===== src/rtl/dn_switch_node_pkg.sv =====
// dn_switch_node_pkg
// Shared definitions for the distribution-network switch node.
//   cfg_state_e  : commit state (idle, or a commit waiting for the node to drain)
//   idx_width()  : index width for a port count, never narrower than one bit
//   reset_route(): route an output takes out of reset (output o listens to input o mod NUM_IN)
package dn_switch_node_pkg;

   typedef enum logic {
      CFG_IDLE,
      CFG_PENDING
   } cfg_state_e;

   // A single-port side still needs a one-bit index field so that the
   // configuration bus keeps a legal width.
   function automatic int idx_width(input int n);
      return (n > 1) ? $clog2(n) : 1;
   endfunction

   // Identity-like routing; wraps when there are more outputs than inputs.
   function automatic int reset_route(input int o, input int num_in);
      return o % num_in;
   endfunction

endpackage


===== src/rtl/dn_switch_node_if.sv =====
// dn_switch_node_if
// Bundles the configuration port and the per-port valid/ready data buses
// of dn_switch_node.
//   master : drives cfg_*, in_valid/in_data, out_ready; observes busy, in_ready, out_valid/out_data
//   slave  : the switch node itself
// Input i lives at in_data[i*DW_DATA +: DW_DATA]; output o at out_data[o*DW_DATA +: DW_DATA].
interface dn_switch_node_if
   import dn_switch_node_pkg::*;
#(
   parameter int DW_DATA = 8,
   parameter int NUM_IN  = 2,
   parameter int NUM_OUT = 2
);

   localparam int PORT_W = idx_width(NUM_OUT);
   localparam int SEL_W  = idx_width(NUM_IN);

   logic                        cfg_we;
   logic [PORT_W-1:0]           cfg_port;
   logic [SEL_W-1:0]            cfg_sel;
   logic                        cfg_en;
   logic                        cfg_commit;
   logic                        busy;

   logic [NUM_IN-1:0]           in_valid;
   logic [NUM_IN*DW_DATA-1:0]   in_data;
   logic [NUM_IN-1:0]           in_ready;

   logic [NUM_OUT-1:0]          out_valid;
   logic [NUM_OUT*DW_DATA-1:0]  out_data;
   logic [NUM_OUT-1:0]          out_ready;

   modport master (
      output cfg_we, cfg_port, cfg_sel, cfg_en, cfg_commit,
      output in_valid, in_data, out_ready,
      input  busy, in_ready, out_valid, out_data
   );

   modport slave (
      input  cfg_we, cfg_port, cfg_sel, cfg_en, cfg_commit,
      input  in_valid, in_data, out_ready,
      output busy, in_ready, out_valid, out_data
   );

endinterface


===== src/rtl/dn_switch_node_out_reg.sv =====
// dn_switch_node_out_reg
// One-entry valid/ready pipeline register feeding a single switch output.
//   clk, reset : clock and asynchronous active-high reset
//   load       : capture load_data this cycle (the caller guarantees room)
//   load_data  : beat to capture
//   out_ready  : downstream accepts the current entry
//   out_valid  : entry is occupied
//   out_data   : entry contents; held after the entry drains
module dn_switch_node_out_reg #(
   parameter int DW_DATA = 8
) (
   input  logic               clk,
   input  logic               reset,
   input  logic               load,
   input  logic [DW_DATA-1:0] load_data,
   input  logic               out_ready,
   output logic               out_valid,
   output logic [DW_DATA-1:0] out_data
);

   logic               valid_q, valid_d;
   logic [DW_DATA-1:0] data_q, data_d;

   // A load always wins: it either fills an empty entry or replaces one that
   // is leaving this same cycle. Without a load, an accepted entry simply
   // empties while its data stays put.
   always_comb begin
      valid_d = valid_q;
      data_d  = data_q;
      if (load) begin
         valid_d = 1'b1;
         data_d  = load_data;
      end else if (out_ready) begin
         valid_d = 1'b0;
      end
   end

   always_ff @(posedge clk or posedge reset) begin
      if (reset) begin
         valid_q <= 1'b0;
         data_q  <= '0;
      end else begin
         valid_q <= valid_d;
         data_q  <= data_d;
      end
   end

   assign out_valid = valid_q;
   assign out_data  = data_q;

endmodule


===== src/rtl/dn_switch_node.sv =====
// dn_switch_node
// NUM_IN x NUM_OUT switch node of the sparse distribution network. Every
// output picks one input (several outputs may pick the same input for
// multicast). Routes are written into a shadow table and copied into the
// active table only when every output register is empty.
//   clk, reset : clock and asynchronous active-high reset
//   bus        : dn_switch_node_if slave (config, busy, per-port valid/ready data)
module dn_switch_node
   import dn_switch_node_pkg::*;
#(
   parameter int DW_DATA = 8,
   parameter int NUM_IN  = 2,
   parameter int NUM_OUT = 2
) (
   input  logic            clk,
   input  logic            reset,
   dn_switch_node_if.slave bus
);

   localparam int SEL_W = idx_width(NUM_IN);

   cfg_state_e         state_q, state_d;
   logic [SEL_W-1:0]   shadow_sel_q [NUM_OUT];
   logic [SEL_W-1:0]   shadow_sel_d [NUM_OUT];
   logic [NUM_OUT-1:0] shadow_en_q, shadow_en_d;
   logic [SEL_W-1:0]   active_sel_q [NUM_OUT];
   logic [SEL_W-1:0]   active_sel_d [NUM_OUT];
   logic [NUM_OUT-1:0] active_en_q, active_en_d;

   logic               cfg_ok;
   logic               drained;
   logic [NUM_OUT-1:0] out_valid;
   logic [NUM_OUT-1:0] can_load;
   logic [NUM_OUT-1:0] load;
   logic [DW_DATA-1:0] load_data [NUM_OUT];
   logic [NUM_IN-1:0]  in_ready;
   logic [NUM_IN-1:0]  fire;

   // Shadow table update. Out-of-range port or select values are dropped so
   // the active table can only ever hold routes that exist.
   always_comb begin
      shadow_sel_d = shadow_sel_q;
      shadow_en_d  = shadow_en_q;
      cfg_ok = bus.cfg_we
               && (int'(bus.cfg_port) < NUM_OUT)
               && (int'(bus.cfg_sel) < NUM_IN);
      if (cfg_ok) begin
         shadow_sel_d[bus.cfg_port] = bus.cfg_sel;
         shadow_en_d[bus.cfg_port]  = bus.cfg_en;
      end
   end

   // Commit FSM. The copy takes the shadow table including any write made in
   // the same cycle, so a write+commit pair behaves as one operation. If data
   // is still sitting in the outputs the commit waits in CFG_PENDING, which
   // also stalls all inputs so the node is guaranteed to empty out.
   always_comb begin
      state_d      = state_q;
      active_sel_d = active_sel_q;
      active_en_d  = active_en_q;
      case (state_q)
         CFG_IDLE: begin
            if (bus.cfg_commit) begin
               if (drained) begin
                  active_sel_d = shadow_sel_d;
                  active_en_d  = shadow_en_d;
               end else begin
                  state_d = CFG_PENDING;
               end
            end
         end
         CFG_PENDING: begin
            if (drained) begin
               active_sel_d = shadow_sel_d;
               active_en_d  = shadow_en_d;
               state_d      = CFG_IDLE;
            end
         end
         default: state_d = CFG_IDLE;
      endcase
   end

   // Both route tables and the commit state come out of reset with the
   // default (o mod NUM_IN) routing, every output enabled.
   always_ff @(posedge clk or posedge reset) begin
      if (reset) begin
         state_q <= CFG_IDLE;
         for (int o = 0; o < NUM_OUT; o++) begin
            shadow_sel_q[o] <= SEL_W'(reset_route(o, NUM_IN));
            active_sel_q[o] <= SEL_W'(reset_route(o, NUM_IN));
         end
         shadow_en_q <= '1;
         active_en_q <= '1;
      end else begin
         state_q      <= state_d;
         shadow_sel_q <= shadow_sel_d;
         shadow_en_q  <= shadow_en_d;
         active_sel_q <= active_sel_d;
         active_en_q  <= active_en_d;
      end
   end

   assign drained  = ~|out_valid;
   assign can_load = ~out_valid | bus.out_ready;

   // An input may only fire when every output that listens to it can take the
   // beat, which keeps multicast all-or-nothing. An input nobody listens to is
   // always ready and its beats are dropped. Nothing here looks at in_valid.
   always_comb begin
      in_ready = {NUM_IN{state_q == CFG_IDLE}};
      for (int i = 0; i < NUM_IN; i++) begin
         for (int o = 0; o < NUM_OUT; o++) begin
            if (active_en_q[o] && (active_sel_q[o] == SEL_W'(i)) && !can_load[o]) begin
               in_ready[i] = 1'b0;
            end
         end
      end
   end

   assign fire = bus.in_valid & in_ready;

   // Per-output input mux: an enabled output loads whenever its selected
   // input fires. Disabled outputs never load but still drain.
   always_comb begin
      load = '0;
      for (int o = 0; o < NUM_OUT; o++) begin
         load_data[o] = '0;
         for (int i = 0; i < NUM_IN; i++) begin
            if (active_sel_q[o] == SEL_W'(i)) begin
               load[o]      = active_en_q[o] & fire[i];
               load_data[o] = bus.in_data[i*DW_DATA +: DW_DATA];
            end
         end
      end
   end

   for (genvar o = 0; o < NUM_OUT; o++) begin : g_out
      dn_switch_node_out_reg #(
         .DW_DATA (DW_DATA)
      ) u_out_reg (
         .clk       (clk),
         .reset     (reset),
         .load      (load[o]),
         .load_data (load_data[o]),
         .out_ready (bus.out_ready[o]),
         .out_valid (out_valid[o]),
         .out_data  (bus.out_data[o*DW_DATA +: DW_DATA])
      );
   end

   assign bus.out_valid = out_valid;
   assign bus.in_ready  = in_ready;
   assign bus.busy      = (state_q == CFG_PENDING);

endmodule

===== src/flat_wrapper.sv =====
// flat-port wrapper written by rule: the top's interface ports become plain ports
module dn_switch_node_flat import dn_switch_node_pkg::*;
#(
   parameter int DW_DATA = 8,
   parameter int NUM_IN  = 2,
   parameter int NUM_OUT = 2
)
  (clk, reset, bus_cfg_we, bus_cfg_port, bus_cfg_sel, bus_cfg_en, bus_cfg_commit, bus_in_valid, bus_in_data, bus_out_ready, bus_busy, bus_in_ready, bus_out_valid, bus_out_data);
  dn_switch_node_if #(.DW_DATA(DW_DATA), .NUM_IN(NUM_IN), .NUM_OUT(NUM_OUT)) bus_i ();
  input  logic clk;
  input  logic reset;
  input wire logic [$bits(bus_i.cfg_we)-1:0] bus_cfg_we;
  input wire logic [$bits(bus_i.cfg_port)-1:0] bus_cfg_port;
  input wire logic [$bits(bus_i.cfg_sel)-1:0] bus_cfg_sel;
  input wire logic [$bits(bus_i.cfg_en)-1:0] bus_cfg_en;
  input wire logic [$bits(bus_i.cfg_commit)-1:0] bus_cfg_commit;
  input wire logic [$bits(bus_i.in_valid)-1:0] bus_in_valid;
  input wire logic [$bits(bus_i.in_data)-1:0] bus_in_data;
  input wire logic [$bits(bus_i.out_ready)-1:0] bus_out_ready;
  output wire logic [$bits(bus_i.busy)-1:0] bus_busy;
  output wire logic [$bits(bus_i.in_ready)-1:0] bus_in_ready;
  output wire logic [$bits(bus_i.out_valid)-1:0] bus_out_valid;
  output wire logic [$bits(bus_i.out_data)-1:0] bus_out_data;
  assign bus_i.cfg_we = bus_cfg_we;
  assign bus_i.cfg_port = bus_cfg_port;
  assign bus_i.cfg_sel = bus_cfg_sel;
  assign bus_i.cfg_en = bus_cfg_en;
  assign bus_i.cfg_commit = bus_cfg_commit;
  assign bus_i.in_valid = bus_in_valid;
  assign bus_i.in_data = bus_in_data;
  assign bus_i.out_ready = bus_out_ready;
  assign bus_busy = bus_i.busy;
  assign bus_in_ready = bus_i.in_ready;
  assign bus_out_valid = bus_i.out_valid;
  assign bus_out_data = bus_i.out_data;
  dn_switch_node #(.DW_DATA(DW_DATA), .NUM_IN(NUM_IN), .NUM_OUT(NUM_OUT)) u_core (.clk(clk), .reset(reset), .bus(bus_i));
endmodule

===== config.mk =====
export PLATFORM = sky130hd
export DESIGN_NAME = dn_switch_node_flat
export DESIGN_NICKNAME = d
export VERILOG_FILES = /design/src/rtl/dn_switch_node_pkg.sv /design/src/rtl/dn_switch_node_if.sv /design/src/rtl/dn_switch_node_out_reg.sv /design/src/rtl/dn_switch_node.sv /design/src/flat_wrapper.sv
export SDC_FILE = /design/constraint.sdc
export NUM_CORES = 1
export LEC_CHECK = 0
export CORE_ASPECT_RATIO = 1.75
export CORE_UTILIZATION = 44
export CTS_CLUSTER_DIAMETER = 100
export DETAILED_ROUTE_END_ITERATION = 16
export GPL_TIMING_DRIVEN = 0
export PLACE_DENSITY = 0.78
export SLEW_MARGIN = 5
export SYNTH_ARGS = -nofsm -noshare
export SYNTH_HDL_FRONTEND = slang
export SYNTH_SLANG_ARGS = --single-unit

===== constraint.sdc =====
create_clock -name clk -period 1.8 [get_ports clk]
set_input_delay 0.54 -clock clk [delete_from_list [all_inputs] [get_ports clk]]
set_output_delay 0.54 -clock clk [all_outputs]
set_load 0.01 [all_outputs]

==> load_flow_metrics.sql <==
INSERT INTO impl_metrics (metric_group, metric, value, unit) VALUES
('synthesis', 'post_synth_main_area_contributors', 'sky130_fd_sc_hd__dfrtp_1 (38%), sky130_fd_sc_hd__mux2_2 (33%), sky130_fd_sc_hd__dfstp_2 (11%)', ''),
('worst_setup_path', 'worstSetupStartpoint', 'u_core.active_sel_q[0]', ''),
('clock_tree', 'clock_tree.htree_level_count', '1', ''),
('synthesis', 'yosysSeqAreaShare', '49.6', '%'),
('synthesis', 'synthesis.nets', '127', ''),
('worst_setup_path', 'arrival', '1.37', 'ns'),
('sta', 'finClkSkew', '0.00366', 'ns'),
('pwr', 'clock_power_share', '10.5', '%'),
('pwr', 'total_switching_power', '1.09', 'mW'),
('worst_setup_path', 'ff2ff_setup_slack', '-0.01', 'ns'),
('floorplan', 'die_w', '44.3', 'um'),
('worst_setup_path', 'cp-end-kind', 'primary output', ''),
('synthesis', 'synth.distinct_cells', '23', ''),
('worst_setup_path', 'kind_of_critical_path', 'reg -> out', ''),
('grt', 'globalRouteMet1Util', '23.9', '%'),
('finish', 'final_cells', '204', ''),
('pwr', 'power.share.combinational', '56.7', '%'),
('sta', 'rsz0062_at_grt', 'yes', ''),
('grt', 'overflow', '0', ''),
('route', 'dr_total_vias', '1039', ''),
('synthesis', 'synthesis.instances', '100', ''),
('grt', 'grt_first_pass_wirelength', '5360', 'um'),
('sta', 'hold_slack', '0.512', 'ns'),
('synthesis', 'ys_dominant_reg_cell', 'sky130_fd_sc_hd__dfrtp_1', ''),
('route', 'viasPerCell', '5.09', ''),
('placed_design', 'globalplace.congestion', '0.841', ''),
('finish', 'final_layout_size_suffix_gt1_share', '48.8', '%'),
('synthesis', 'synth_top_cells_by_count', 'sky130_fd_sc_hd__mux2_2 (40), sky130_fd_sc_hd__dfrtp_1 (21), sky130_fd_sc_hd__nand2_1 (7)', ''),
('synthesis', 'synth.top_cell.area_share', '38.2', '%'),
('clock_tree', 'tritoncts_buffers', '3', ''),
('worst_setup_path', 'critPathLaunchType', 'flip-flop', ''),
('finish', 'final_net_count', '190', ''),
('sta', 'finalSetupViolCount', '10', ''),
('finish', 'area_growth_syn_to_layout', '52.8', '%'),
('route', 'detailedRoute.firstIterationViolations', '6', ''),
('route', 'final_antenna_net_count', '0', ''),
('floorplan', 'pin_count', '48', ''),
('synthesis', 'ys_ff_latch', '27', ''),
('floorplan', 'die_area', '3360', 'um2'),
('clock_tree', 'worstSkewPairLatency', '0.27', 'ns'),
('placed_design', 'detailed_place_hpwl', '2390', 'um'),
('worst_setup_path', 'worstSetupEndpoint', 'bus_in_ready[1]', ''),
('grt', 'globalRouteTotalUtil', '21.3', '%'),
('synthesis', 'synth.most_common_cell', 'sky130_fd_sc_hd__mux2_2', ''),
('worst_setup_path', 'worstPathMaxFanout', '3', ''),
('sta', 'final.period_utilization', '106', '%'),
('synthesis', 'synth-edff-count', '0', ''),
('floorplan', 'dieHeight', '76.0', 'um'),
('sta', 'final.setup.worst_slack', '-0.107', 'ns'),
('clock_tree', 'clock_sink_count', '27', ''),
('outcome', 'outcome', 'finished with violations', ''),
('sta', 'report.final.hold_viol_count', '0', ''),
('outcome', 'failed_checks', 'negative setup slack', ''),
('floorplan', 'initial_standard_cell_utilization_of_the_core', '46.5', '%'),
('pwr', 'worst_ir_drop_vdd', '1.10', 'mV'),
('worst_setup_path', 'r2r.worst_path.cells', '6', ''),
('clock_tree', 'clockRootBuffer', 'sky130_fd_sc_hd__clkbuf_8', ''),
('synthesis', 'post_synth.cell_area_avg', '13.8', 'um2'),
('pwr', 'power_per_cell_area', '1600', 'nW/um2'),
('clock_tree', 'clock_tree_from_tritoncts', 'yes', ''),
('grt', 'gr_busiest_metal', 'met2', ''),
('synthesis', 'netlist_area', '1380', 'um2'),
('grt', 'number_of_global_route_vias_before_repair', '1110', ''),
('grt', 'grt_use_met2', '38.7', '%'),
('sta', 'worst_slew_pin_slew', '1.00', 'ns'),
('pwr', 'sw_frac_of_total', '32.6', '%'),
('floorplan', 'num_rows', '26', ''),
('hold_path', 'timing.hold.worst.class', 'reg -> reg', ''),
('hold_path', 'hold_path_depth', '1', ''),
('sta', 'finalWorstPathRequiredPeriod', '1.91', 'ns'),
('worst_setup_path', 'cp.required', '1.26', 'ns');
==> critical path, stage by stage (launching register included) <==
cell                       delay [ns]
sky130_fd_sc_hd__dfstp_2         0.59
sky130_fd_sc_hd__and4b_1         0.28
sky130_fd_sc_hd__a311oi_2        0.07
sky130_fd_sc_hd__buf_2           0.16
==> how the worst min path moves through the flow <==
stage	slack, ns	startpoint	to
CTS	0.51	u_core.g_out[0].u_out_reg.out_data[1]	u_core.g_out[0].u_out_reg.out_data[1]
global route	0.53	u_core.g_out[1].u_out_reg.out_data[3]	u_core.g_out[1].u_out_reg.out_data[3]
global placement	0.48	u_core.shadow_sel_q[1]	u_core.shadow_sel_q[1]
finish	0.51	u_core.g_out[0].u_out_reg.out_data[1]	u_core.g_out[0].u_out_reg.out_data[1]
floorplan	0.47	u_core.shadow_sel_q[1]	u_core.shadow_sel_q[1]
detailed placement	0.49	u_core.g_out[0].u_out_reg.out_data[1]	u_core.g_out[0].u_out_reg.out_data[1]
==> what timing repair did <==
action                                  CTS  global route
resized for setup                        23            11
pin swaps                                 3             3
setup buffers                             8             3
endpoints found under the setup margin   13            19
==> metal layers <==
metal	wire (um)	up-vias
li1	-	486
met1	1280	525
met2	2100	24
met3	78	4
met4	29	0
met5	0	-
==> power by group through the flow <==
stage               clock [mW]  sequential, mW  combinational (mW)
finish                   0.354            1.10                1.91
global route             0.394            1.12                2.01
CTS                      0.372            1.09                1.80
detailed placement           0            1.14                1.61
global placement             0            1.12                1.57
floorplan                    0            1.19               0.819
==> area by class of cell <==
class                           instances  area, um2
Buffer                                  4       48.8
Multi-Input combinational cell         67        704
Clock inverter                          1       8.76
Timing Repair Buffer                   58        554
Fill cell                             218        857
Sequential cell                        27        686
Inverter                                2       7.51
Clock buffer                            3       41.3
Tap cell                               42       52.6
==> per-stage QoR <==
stage | utilization [%] | setup TNS [ns] | power [mW] | cell area, um2 | setup WS (ns)
after floorplan | - | 0 | 2.01 | 1380 | 0.127
after global placement | 64.2 | -8.02 | 2.69 | 1900 | -0.842
after detailed placement | 64.2 | -8.46 | 2.74 | 1900 | -0.872
after CTS | 68.8 | -0.675 | 3.26 | 2040 | -0.0835
after global routing | 71.0 | -1.14 | 3.53 | 2100 | -0.162
final | 71.0 | -0.203 | 3.36 | 2100 | -0.107
==> cells in the final DEF (no fill, tap or decap), types with 3 or more instances in the layout <==
cell type,n
sky130_fd_sc_hd__dfstp_2,6
sky130_fd_sc_hd__buf_2,3
sky130_fd_sc_hd__buf_4,12
sky130_fd_sc_hd__clkbuf_8,4
sky130_fd_sc_hd__mux2_2,39
sky130_fd_sc_hd__nor2_1,4
sky130_fd_sc_hd__nand2_1,6
sky130_fd_sc_hd__nand2b_1,3
sky130_fd_sc_hd__dfrtp_1,19
sky130_fd_sc_hd__clkdlybuf4s50_1,39
==> sequential cells by signal, indices dropped and copies added (netlist names) <==
| name | count |
|---|---|
| u_core.active_sel_q | 2 |
| u_core.shadow_sel_q | 2 |
| u_core.bus.busy | 1 |
| u_core.g_out.u_out_reg.out_data | 16 |
| u_core.active_en_q | 2 |
| u_core.g_out.u_out_reg.out_valid | 2 |
| u_core.shadow_en_q | 2 |
==> cells by family (layout without fill, tap and decap cells) <==
kind of cell	count (synthesis)	in the layout	synth area share (%)
compound gates	4	4	3.27
simple gates	22	22	10.9
flops	27	27	49.6
mux	41	41	33.5
buf+inv	6	68	2.73
Note: power is estimated with default switching activity, not from simulation.
